`config.mk`:
```
export PLATFORM = sky130hd
export DESIGN_NAME = if_fetch_unit
export DESIGN_NICKNAME = d
export VERILOG_FILES = /design/src/rtl/if_fetch_unit.sv
export SDC_FILE = /design/constraint.sdc
export NUM_CORES = 1
export LEC_CHECK = 0
export ABC_AREA = 1
export CORE_UTILIZATION = 40
export CTS_CLUSTER_SIZE = 24
export DETAILED_ROUTE_END_ITERATION = 12
export PLACE_DENSITY_LB_ADDON = 0.3
export SYNTH_ARGS = -nofsm -noshare
export SYNTH_HDL_FRONTEND = slang
export SYNTH_SLANG_ARGS = --single-unit
```
`constraint.sdc`:
```
create_clock -name clk -period 1.6 [get_ports clk]
set_input_delay 0.16 -clock clk [delete_from_list [all_inputs] [get_ports clk]]
set_output_delay 0.16 -clock clk [all_outputs]
set_load 0.02 [all_outputs]
```
`src/rtl/if_fetch_unit.sv`:
```
// Instruction-fetch stage: owns the PC, handshakes with instruction memory and
// drives the IF/ID load/flush controls, including bubbles, squashes and HLT stop.
module if_fetch_unit #(
    parameter logic [15:0] RESET_PC   = 16'h0000,
    parameter logic [3:0]  HLT_OPCODE = 4'hF
) (
    input  logic        clk,
    input  logic        rst_n,
    input  logic        stall,
    input  logic        branch_taken,
    input  logic [15:0] branch_target,
    output logic        imem_req,
    output logic [15:0] imem_addr,
    input  logic [15:0] imem_rdata,
    input  logic        imem_valid,
    output logic [15:0] IF_instr,
    output logic [15:0] IF_PC_nxt,
    output logic        IF_ID_en,
    output logic        IF_ID_flush,
    output logic [15:0] pc,
    output logic        halted
);

    typedef enum logic [1:0] {
        S_FETCH = 2'd0,
        S_HOLD  = 2'd1,
        S_DRAIN = 2'd2,
        S_HALT  = 2'd3
    } state_t;

    state_t      state_q, state_d;
    logic [15:0] pc_q, pc_d;
    logic [15:0] hold_q, hold_d;
    logic [15:0] redir_q, redir_d;
    logic [15:0] pc_inc_s;

    logic        req_s, en_s, flush_s, halted_s;
    logic [15:0] instr_s;

    function automatic logic is_hlt(input logic [15:0] instr);
        return (instr[15:12] == HLT_OPCODE);
    endfunction

    assign pc_inc_s = pc_q + 16'd2;

    // State and datapath registers; reset abandons any outstanding request.
    always_ff @(posedge clk or negedge rst_n) begin
        if (!rst_n) begin
            state_q <= S_FETCH;
            pc_q    <= RESET_PC;
            hold_q  <= 16'h0000;
            redir_q <= 16'h0000;
        end else begin
            state_q <= state_d;
            pc_q    <= pc_d;
            hold_q  <= hold_d;
            redir_q <= redir_d;
        end
    end

    // Next-state and combinational IF/ID controls.
    always_comb begin
        state_d  = state_q;
        pc_d     = pc_q;
        hold_d   = hold_q;
        redir_d  = redir_q;
        req_s    = 1'b0;
        en_s     = 1'b0;
        flush_s  = 1'b0;
        instr_s  = 16'h0000;
        halted_s = (state_q == S_HALT);

        if ((state_q == S_FETCH) || (state_q == S_DRAIN)) begin
            req_s = 1'b1;
        end else begin
            req_s = 1'b0;
        end

        if (branch_taken) begin
            en_s    = 1'b1;
            flush_s = 1'b1;
            // A still-pending request must complete before the redirect takes effect.
            if (((state_q == S_FETCH) || (state_q == S_DRAIN)) && !imem_valid) begin
                redir_d = branch_target;
                state_d = S_DRAIN;
            end else begin
                pc_d    = branch_target;
                state_d = S_FETCH;
            end
        end else begin
            case (state_q)
                S_FETCH: begin
                    if (imem_valid) begin
                        if (!stall) begin
                            instr_s = imem_rdata;
                            en_s    = 1'b1;
                            if (is_hlt(imem_rdata)) begin
                                state_d = S_HALT;
                            end else begin
                                pc_d = pc_inc_s;
                            end
                        end else begin
                            hold_d  = imem_rdata;
                            state_d = S_HOLD;
                        end
                    end else begin
                        en_s    = !stall;
                        flush_s = !stall;
                    end
                end
                S_HOLD: begin
                    instr_s = hold_q;
                    if (!stall) begin
                        en_s = 1'b1;
                        if (is_hlt(hold_q)) begin
                            state_d = S_HALT;
                        end else begin
                            pc_d    = pc_inc_s;
                            state_d = S_FETCH;
                        end
                    end else begin
                        en_s = 1'b0;
                    end
                end
                S_DRAIN: begin
                    en_s    = !stall;
                    flush_s = !stall;
                    if (imem_valid) begin
                        pc_d    = redir_q;
                        state_d = S_FETCH;
                    end else begin
                        state_d = S_DRAIN;
                    end
                end
                S_HALT: begin
                    en_s    = !stall;
                    flush_s = !stall;
                end
                default: begin
                    state_d = S_FETCH;
                    pc_d    = RESET_PC;
                end
            endcase
        end
    end

    // Outputs are forced to their reset values while rst_n is low, independent of inputs.
    assign imem_req    = rst_n & req_s;
    assign imem_addr   = pc_q;
    assign IF_ID_en    = rst_n & en_s;
    assign IF_ID_flush = rst_n & flush_s;
    assign IF_instr    = rst_n ? instr_s : 16'h0000;
    assign IF_PC_nxt   = pc_inc_s;
    assign pc          = pc_q;
    assign halted      = rst_n & halted_s;

endmodule

```
==> results of run 1 <==
worst max-delay path: cells and delay by family, from the launching register on:
kind	cells	cell delay (ns)
buf+inv	5	0.55
simple gates	7	0.72
fa+ha+maj	1	0.26
flops	1	0.38
sequential cells by signal, indices dropped and copies added (netlist names):
signal / cells
imem_addr: 16
redir_q: 16
hold_q: 16
state_q: 2
cell type report:
class | instances | area, um2 | area share
Tap cell | 102 | 128 | 0.0206
Multi-Input combinational cell | 328 | 2230 | 0.360
Inverter | 48 | 208 | 0.0335
Timing Repair Buffer | 223 | 2260 | 0.365
Sequential cell | 50 | 1260 | 0.203
Clock inverter | 2 | 37.5 | 0.00606
Clock buffer | 6 | 72.6 | 0.0117
logic make-up (layout without fill, tap and decap cells):
logic type / count (synthesis) / after routing / share of synthesized area
simple gates: 243 / 243 / 0.305
buf+inv: 82 / 279 / 0.122
compound gates: 60 / 60 / 0.107
flops: 50 / 50 / 0.378
mux: 16 / 16 / 0.0545
fa+ha+maj: 8 / 8 / 0.0303
xor+xnor: 1 / 1 / 0.00265
Yosys cell counts, types with 2 or more instances:
cell type / number
nand2_1: 149
dfrtp_1: 50
nor2_1: 46
inv_1: 44
nand3_1: 26
o21ai_0: 21
buf_4: 18
mux2_2: 16
a22oi_1: 15
a21oi_1: 13
clkbuf_1: 10
ha_1: 8
and2_1: 7
nor3_1: 5
o21ai_1: 5
buf_2: 3
buf_6: 3
inv_2: 3
nand4_1: 3
nand2_2: 2
nor3_2: 2
o211ai_1: 2
o21bai_1: 2
path summary, 6_finish.rpt:
check                           endpoint  depth (start not counted)              from  slack, ns
max                        imem_addr[11]                         13        state_q[0]      -0.34
min in group asynchronous     redir_q[0]                          3             rst_n       0.45
max reg2reg                imem_addr[11]                         13        state_q[0]      -0.34
min reg2reg                  redir_q[10]                          2       redir_q[10]       0.48
max in group asynchronous   imem_addr[5]                          3             rst_n       0.88
min                           redir_q[8]                          3  branch_target[8]       0.40
cells in the final DEF (no fill, tap or decap), types with 5 or more instances in the layout:
cell type and count:
nand2_1 107, buf_4 88, buf_6 47, dfrtp_1 45, nand2_2 38, clkdlybuf4s50_1 38
inv_1 33, nor2_1 20, dlygate4sd2_1 19, nor2_2 16, mux2_4 16, nand3_1 16
o21ai_1 13, nor2_4 12, a22oi_1 12, a21oi_1 11, inv_2 10, o21ai_0 10
dlymetal6s2s_1 10, nand3_2 8, buf_12 8, and2_4 7, nand2_4 6, ha_4 6
clkbuf_8 5, buf_16 5, dfrtp_2 5
metal layers:
| layer | track usage | up-vias |
|---|---|---|
| li1 | - | 1847 |
| met3 | 0.0411 | 37 |
| met2 | 0.481 | 183 |
| met1 | 0.299 | 1894 |
| met5 | 0 | - |
| met4 | 0.0949 | 0 |
power groups by stage:
| stage | registers (mW) | clock network (mW) | logic (mW) |
|---|---|---|---|
| after floorplan | 2.58 | 0 | 3.19 |
| after global placement | 2.30 | 0 | 6.12 |
| after detailed placement | 2.32 | 0 | 6.24 |
| after CTS | 2.36 | 0.914 | 7.10 |
| after global routing | 2.47 | 0.975 | 8.95 |
| final | 2.42 | 0.907 | 8.44 |
timing repair:
action                     in CTS  in global routing
buffers inserted               19                 13
resized for setup             296                130
hold buffers                    1                  0
hold endpoints to repair       50                  0
setup endpoints to repair      99                 94
pin swaps                      17                 43
cloned                          5                  3
through the flow:
step	instances	utilization	setup TNS, ns
after CTS	745	0.723	-16.86
after global routing	759	0.790	-23.02
after detailed placement	713	0.634	-23.64
after global placement	713	0.634	-21.73
after floorplan	460	-	0
final	759	0.790	-16.35
==> run metrics, run 1 <==
die area ~8600 um2; Final period util 1.21; CTS root buffer clkbuf_8; Crit Path Class reg -> reg; power share of the clock group 0.077; Sink Count 50; Slew @ Worst Pin approximately 0.38 ns; post-detail-place hpwl between 7000 and 8000 um; sequential share of the synthesized area 0.378; met2 routed WL ~6700 um; GRT Total Usage 0.260; top sig layer met4; failing checks negative setup slack; setup ws final -0.343 ns; CP max FO 6; met3 wire length 652 um; via count a little under 4000; final global-route overflow total 0; Max Freq 515 MHz; Layout Nets 701; P_sw slightly above 5 mW; overall power ~12 mW; vias per cell approximately 5.2; slowest CP cell dfrtp_1; M1 WL about 4800 um; fillers between 500 and 600; Most used DFF post-synth dfrtp_1; DRC 0; number of synthesized flops with an enable pin 0; first-pass GRT wire length about 18000 um; Cell variety after synth 30; post-synthesis register bit count 50; die width 92.9 um; Max H-tree Level 2; Synthesis Warnings 0; final WL 12500 um; critical path endpoint category flip-flop; Die Y-Extent approximately 93 um; antenna diode count 0; Max Slew Vio Count 0; Mean Syn Cell Area 7.19 um2; global placement routability congestion 0.851; delay of the slowest critical-path stage approximately 0.38 ns; skew final 0.0153 ns; Final setup violation count 80; Synth area leader dfrtp_1; Rows 32; First-pass DRT Iterations 5; CTS buffer count 5; Max Cap Viol 0; core area a little under 8000 um2; final instance area just over 6000 um2; Post-DP Area around 5000 um2; # port buffers 104; clock buffer depth 2; IR drop worst, VDD 0.800 mV; initial core utilization 0.421; Sw Share 0.441; Slew headroom 0.746; Post-Syn Area ~3300 um2; vias in the first global route between 3000 and 4000; PD cells approximately 1900 nW/um2; static leakage about 3.1 nW; largest net degree at the start of global routing 26; syn_nets 505; Startpoint Class flip-flop; worst hold slack approximately 0.40 ns; Combinational Power Share 0.717; Clk pin slew, worst setup/hold paths about 0.1 ns; CTS tree done; final hold violation count 0; largest cells by area after synthesis dfrtp_1 38%, nand2_1 17%, mux2_2 5.4%; worst hold-check path type in -> reg; dpl ws -0.440 ns; ys async rst share 1.00; antenna violations before repair 0; Pint between 6 and 7 mW; Synth top area share 0.378; Final ANT Viol Nets 0; DRT iter0 DRCs between 150 and 200; RSZ-0062 raised after global routing yes; Synth Instances 460; Tmin final 1.94 ns; clk_lat worst skew ~0.31 ns; CP Cell Sequence inv_2 > buf_4 > buf_6 > ha_4 > inv_2 > nand3_2 > nand2_2 > nor3_4 > nand2_4 > clkbuf_16 > nor2_2 > nand2_1 > nand2_1; total I/O pin count roughly 110; status finished, violations left; area delta synth->final 87.4%; power share of the sequential group 0.205; share of post-route cells with drive strength above 1 0.472; Critical Path AT around 2.2 ns; CP required 1.86 ns; wire per inst between 15 and 20 um
No activity file was read; power rests on OpenSTA's default activity.
==> inputs of run 2 (changes only) <==
--- a/config.mk
+++ b/config.mk
@@ -6,6 +6,7 @@
 export NUM_CORES = 1
 export LEC_CHECK = 0
 export ABC_AREA = 1
+export CORE_ASPECT_RATIO = 0.5
 export CORE_UTILIZATION = 40
 export CTS_CLUSTER_SIZE = 24
 export DETAILED_ROUTE_END_ITERATION = 12
==> run 2 against run 1 <==
Effect of this change: the flow still finishes with violations (negative setup slack); clock power grew 37%; register-to-register slack improved by 0.11 ns; cell area down 0.95%; largest power group unchanged.
==> run metrics, run 2 (synthesis gave the netlist of run 1 again) <==
wire per inst 15.5 um (-6.4%); Sink Count 50 (unchanged); Final ANT Viol Nets 0 (unchanged); IR drop worst, VDD 0.838 mV (+4.8%); CP required 1.44 ns (-0.42 ns); first-pass GRT wire length 17300 um (-2.3%); RSZ-0062 raised after global routing yes; critical path endpoint category output pin; worst r2r src state_q[1]; share of post-route cells with drive strength above 1 0.476 (+0.00435); post-detail-place hpwl 6980 um (-3.5%); antenna diode count 0 (unchanged); Die Y-Extent 66.3 um (-29%); Layout Nets 695 (-0.86%); final instance area 6140 um2 (-0.95%); final hold violation count 0 (unchanged); clock buffer depth 2 (unchanged); via count 3878 (-2.1%); vias per cell 5.08 (-2.6%); CTS buffer count 5 (unchanged); Slew @ Worst Pin 0.630 ns (+0.252 ns); global placement routability congestion 0.843 (-0.89%); DRT iter0 DRCs 259 (+35%); initial core utilization 0.413 (-0.00804); Crit Path Class reg -> out; commonest non-fill, non-tap cells in the layout 108 x nand2_1, 84 x buf_4, 46 x buf_6, 44 x dfrtp_1, 39 x clkdlybuf4s50_1; dpl ws -0.460 ns (-0.0203 ns); Reg2Reg Capture Point imem_addr[12]; final std cells w/o fill 763 (+0.53%); CTS root buffer clkbuf_16; largest net degree at the start of global routing 49 (+88%); die width 131 um (+41%); antenna violations before repair 0 (unchanged); Clk pin slew, worst setup/hold paths 0.07 ns (-0.03 ns); Reg2Reg Depth 12 (-1); PD cells 1910 nW/um2 (+0.86%); Max Freq 530 MHz (+2.9%); Startpoint Class flip-flop; dpl cells 726 (+1.8%); Slew headroom 0.580 (-0.166); fillers 587 (+16%); Max Cap Viol 0 (unchanged); skew final 0.00727 ns (-0.00808 ns); Tmin final 1.89 ns (-0.0548 ns); Max H-tree Level 2 (unchanged); CTS tree done; CP max FO 7 (+1); Final period util 1.18 (-0.0342); vias in the first global route 3624 (-4.1%); status finished, violations left; commonest non-fill, non-tap cell in the layout nand2_1; Rows 23 (-28%); First-pass DRT Iterations 5 (unchanged); area delta synth->final 85.6%; Critical Path AT 1.73 ns (-0.47 ns); setup ws final -0.288 ns (+0.0548 ns); GRT Total Usage 0.261 (+0.000730); DRC 0 (unchanged); final global-route overflow total 0 (unchanged); Final setup violation count 70 (-13%); R2R Setup Slk -0.23 ns (+0.11 ns); Max Slew Vio Count 0 (unchanged); clk_lat worst skew 0.30 ns (about the same); worst hold-check path type in -> async; static leakage 3.09 nW (-1.5%); final WL 11800 um (-5.9%); core area 8000 um2 (+1.9%); Post-DP Area 5010 um2 (+0.70%); # port buffers 104 (unchanged); total I/O pin count 105 (unchanged); failing checks negative setup slack; die area 8660 um2 (+0.26%)
run 2: cell types whose count changed in the layout (fill, tap and decap cells not counted), moves of 5 or more:
cell / change
clkbuf_8: -5
mux2_2: +14
mux2_4: -14
nand2_2: -8
nand2_4: +6
o21ai_1: -6
o21ai_2: +5
run 2: area by class of cell:
type / count / area [um2] / area share
tap: 112 / 140 / 0.0228
timing repair buffer: 216 / 2140 / 0.349
clock buffer: 7 / 133 / 0.0216
timing repair inverter: 1 / 8.76 / 0.00143
multi-input combinational: 328 / 2230 / 0.363
clock inverter: 1 / 30.0 / 0.00489
sequential: 50 / 1260 / 0.205
inverter: 48 / 195 / 0.0318
run 2: worst max-delay path by stage:
| stage | from | endpoint | slack (ns) |
|---|---|---|---|
| 2_1_floorplan | state_q[0] | imem_addr[0] | 0.003 |
| 3_3_place_gp | branch_taken | IF_ID_en | -0.44 |
| 3_5_place_dp | branch_taken | IF_ID_en | -0.46 |
| 4_1_cts | state_q[1] | IF_instr[0] | -0.26 |
| 5_1_grt | state_q[1] | IF_instr[7] | -0.34 |
| 6_report | state_q[1] | IF_instr[7] | -0.29 |
run 2: layer usage:
layer / vias to the layer above / share of wire / track usage
met5: - / 0 / 0
met2: 150 / 0.52 / 0.460
met3: 29 / 0.051 / 0.0413
met1: 1855 / 0.41 / 0.335
li1: 1844 / - / -
met4: 0 / 0.017 / 0.0632
run 2: power breakdown:
group / total, mW / switching [mW] / internal [mW]
clock network: 1.24 / 0.500 / 0.741
registers: 2.49 / 0.589 / 1.91
logic: 8.01 / 4.03 / 3.98
run 2: through the flow:
step	util	hold slack [ns]	TNS (ns)	power, mW
finish	0.767	0.0863	-9.99	11.7
global route	0.767	0.134	-15.09	12.5
CTS	0.703	0.0975	-9.38	10.6
detailed placement	0.626	-0.00210	-24.44	8.59
global placement	0.626	-0.00744	-21.91	8.45
floorplan	-	-0.136	0	5.77
run 2: critical path, cell delays in order, from the launching register on:
cell and delay (ns):
dfrtp_1 0.39, inv_2 0.11, ha_4 0.14, inv_2 0.05
nor3_4 0.21, buf_6 0.18, a22oi_1 0.09, nor2_2 0.13
buf_6 0.13
run 2: repair_timing:
action,in CTS,in global routing
endpoints found under the hold margin,2,0
setup endpoints to repair,88,96
hold buffers,1,0
pin swaps,24,41
resized for setup,271,141
gates cloned,4,1
buffers inserted,17,12
==> inputs of run 3 (changes only) <==
--- a/config.mk
+++ b/config.mk
@@ -7,10 +7,11 @@
 export LEC_CHECK = 0
 export ABC_AREA = 1
 export CORE_ASPECT_RATIO = 0.5
-export CORE_UTILIZATION = 40
+export CORE_UTILIZATION = 43
 export CTS_CLUSTER_SIZE = 24
 export DETAILED_ROUTE_END_ITERATION = 12
 export PLACE_DENSITY_LB_ADDON = 0.3
+export RECOVER_POWER = 100
 export SYNTH_ARGS = -nofsm -noshare
 export SYNTH_HDL_FRONTEND = slang
 export SYNTH_SLANG_ARGS = --single-unit
==> run 3 against run 2 <==
Effect of this change: the flow still finishes with violations (negative setup slack); clock power fell by 9%; register-to-register slack got worse by 0.11 ns; via count is 5.0% higher; total power shrank 2.5%; worst setup slack worse by 0.082 ns; critical path depth increased by 1; worst hold slack improved by 0.35 ns; non-clock buffer count rose by 3; critical path type unchanged.
==> run metrics, run 3 (synthesis gave the netlist of run 1 again) <==
status finished, violations left; failing checks negative setup slack; vias in the first global route 3597 (-0.75%); via count 4071 (+5.0%); final hold violation count 0 (unchanged); initial core utilization 0.448 (+0.0349); Die Y-Extent 64.0 um (-3.4%); die area 8070 um2 (-6.8%); commonest non-fill, non-tap cell in the layout nand2_1; final global-route overflow total 0 (unchanged); Sink Count 50 (unchanged); Tmin final 1.97 ns (+0.0820 ns); worst r2r src state_q[1]; static leakage 2.91 nW (-6.1%); worst hold-check path type in -> reg; final WL 13400 um (+14%); Reg2Reg Depth 14 (+2); antenna violations before repair 0 (unchanged); Slew @ Worst Pin 1.04 ns (+0.408 ns); GRT Total Usage 0.275 (+0.0139); CP max FO 8 (+1); multi-input logic area 2160 um2 (-3.2%); vias per cell 5.42 (+6.7%); first-pass GRT wire length 17200 um (-0.99%); post-detail-place hpwl 7020 um (+0.55%); Top cell by count, worst path buf_12; Slew headroom 0.309 (-0.272); Critical Path AT 1.81 ns (+0.08 ns); PD cells 1920 nW/um2 (+0.57%); Clk pin slew, worst setup/hold paths 0.07 ns (about the same); RSZ-0062 raised after global routing yes; Max H-tree Level 2 (unchanged); Max Cap Viol 0 (unchanged); die width 126 um (-3.5%); commonest non-fill, non-tap cells in the layout 124 x nand2_1, 77 x buf_4, 48 x dfrtp_1, 43 x clkdlybuf4s50_1, 42 x buf_6; Max Freq 508 MHz (-4.2%); slowest CP cell dfrtp_1; share of post-route cells with drive strength above 1 0.433 (-0.0435); Final Util 0.807 (+0.0394); dpl ws -0.442 ns (+0.0180 ns); CP required 1.44 ns (about the same); CTS tree done; fillers 453 (-23%); wire per inst 17.8 um (+15%); R2R Setup Slk -0.34 ns (-0.11 ns); clk_lat worst skew 0.30 ns (about the same); clock buffer depth 2 (unchanged); CTS root buffer clkbuf_16; delay of the slowest critical-path stage 0.39 ns (about the same); Layout Nets 698 (+0.43%); setup ws final -0.370 ns (-0.0820 ns); CTS buffer count 5 (unchanged); launch point of the worst path state_q[0]; IR drop worst, VDD 0.825 mV (-1.5%); Final setup violation count 72 (+2.9%); Startpoint Class flip-flop; Final period util 1.23 (+0.0512); First-pass DRT Iterations 7 (+2); Reg2Reg Capture Point imem_addr[11]; Final ANT Viol Nets 0 (unchanged); total I/O pin count 105 (unchanged); end point of the critical path IF_instr[6]; critical path endpoint category output pin; # port buffers 104 (unchanged); final instance area 5950 um2 (-3.1%); largest net degree at the start of global routing 45 (-8.2%); core area 7380 um2 (-7.8%); DRC 0 (unchanged); skew final 0.00697 ns (-0.000302 ns); Rows 22 (-4.3%); DRT iter0 DRCs 290 (+12%); Crit Path Class reg -> out; Post-DP Area 4960 um2 (-0.95%); Max Slew Vio Count 0 (unchanged); register area 1250 um2 (-0.40%); CP Cell Sequence inv_2 > ha_4 > inv_4 > nor3_4 > buf_12 > buf_12 > a22oi_1 > nor2_2 > buf_6; global placement routability congestion 0.893 (+5.9%); area delta synth->final 79.9%
[run 3: cell types whose count changed in the layout (fill, tap and decap cells not counted), sizes merged]
cell / delta
dlymetal6s2s: -14
clkdlybuf4s50: +4
clkbuf: +24
clkdlybuf4s15: +1
buf: -10
clkinvlp: +1
bufinv: -1
dlygate4sd2: -3
clkinv: +1
diode: +1
[run 3: worst max-delay path: cells and delay by family (launching register included)]
family	cells	cell delay, ns
flops	1	0.39
buf+inv	5	0.54
fa+ha+maj	1	0.16
simple gates	2	0.33
compound gates	1	0.09
[run 3: routing by layer]
metal,vias up,wire length (um),GRT usage,share of wire
met5,-,0,0,0
met4,0,421,0.0678,0.031
met3,51,1140,0.0503,0.085
met2,230,6700,0.494,0.50
met1,1948,5140,0.344,0.38
li1,1842,-,-,-
[run 3: where the power goes]
group	switching [mW]	total (mW)	internal (mW)
combinational	4.21	7.91	3.69
clock	0.510	1.13	0.621
sequential	0.518	2.41	1.89
[run 3: how the worst min path moves through the flow]
stage               slack, ns  cells past startpoint              start          end
floorplan               -0.14                      0              rst_n    hold_q[0]
global placement         0.21                      2              rst_n   state_q[1]
detailed placement       0.22                      2              rst_n   state_q[0]
CTS                      0.24                      3              rst_n    hold_q[2]
global route             0.45                      3  branch_target[14]  redir_q[14]
finish                   0.44                      3  branch_target[15]  redir_q[15]
[run 3: layout make-up]
| class | instances | share of cell area |
|---|---|---|
| Multi-Input combinational cell | 328 | 0.362 |
| Timing Repair Buffer | 219 | 0.346 |
| Sequential cell | 50 | 0.211 |
| Inverter | 48 | 0.0336 |
| Clock buffer | 6 | 0.0233 |
| Tap cell | 96 | 0.0202 |
| Clock inverter | 2 | 0.00210 |
| Timing Repair inverter | 1 | 0.00105 |
| Antenna cell | 1 | 0.000421 |
[run 3: repair_timing]
action	4_1_cts	5_1_grt
gates resized for setup	239	139
setup endpoints to repair	89	93
gates cloned	3	3
pin swaps	17	33
hold buffers	1	0
hold endpoints to repair	6	0
buffers inserted	13	16
[run 3: per-stage QoR]
stage          std cells  TNS (ns)  power, mW  hold WS (ns)
3_5_place_dp         708    -24.06       8.41         0.216
4_1_cts              733     -9.70       10.1         0.243
5_1_grt              750    -19.28       12.0         0.447
2_1_floorplan        460         0       5.77        -0.136
6_report             751    -13.90       11.5         0.435
3_3_place_gp         708    -21.84       8.29         0.207
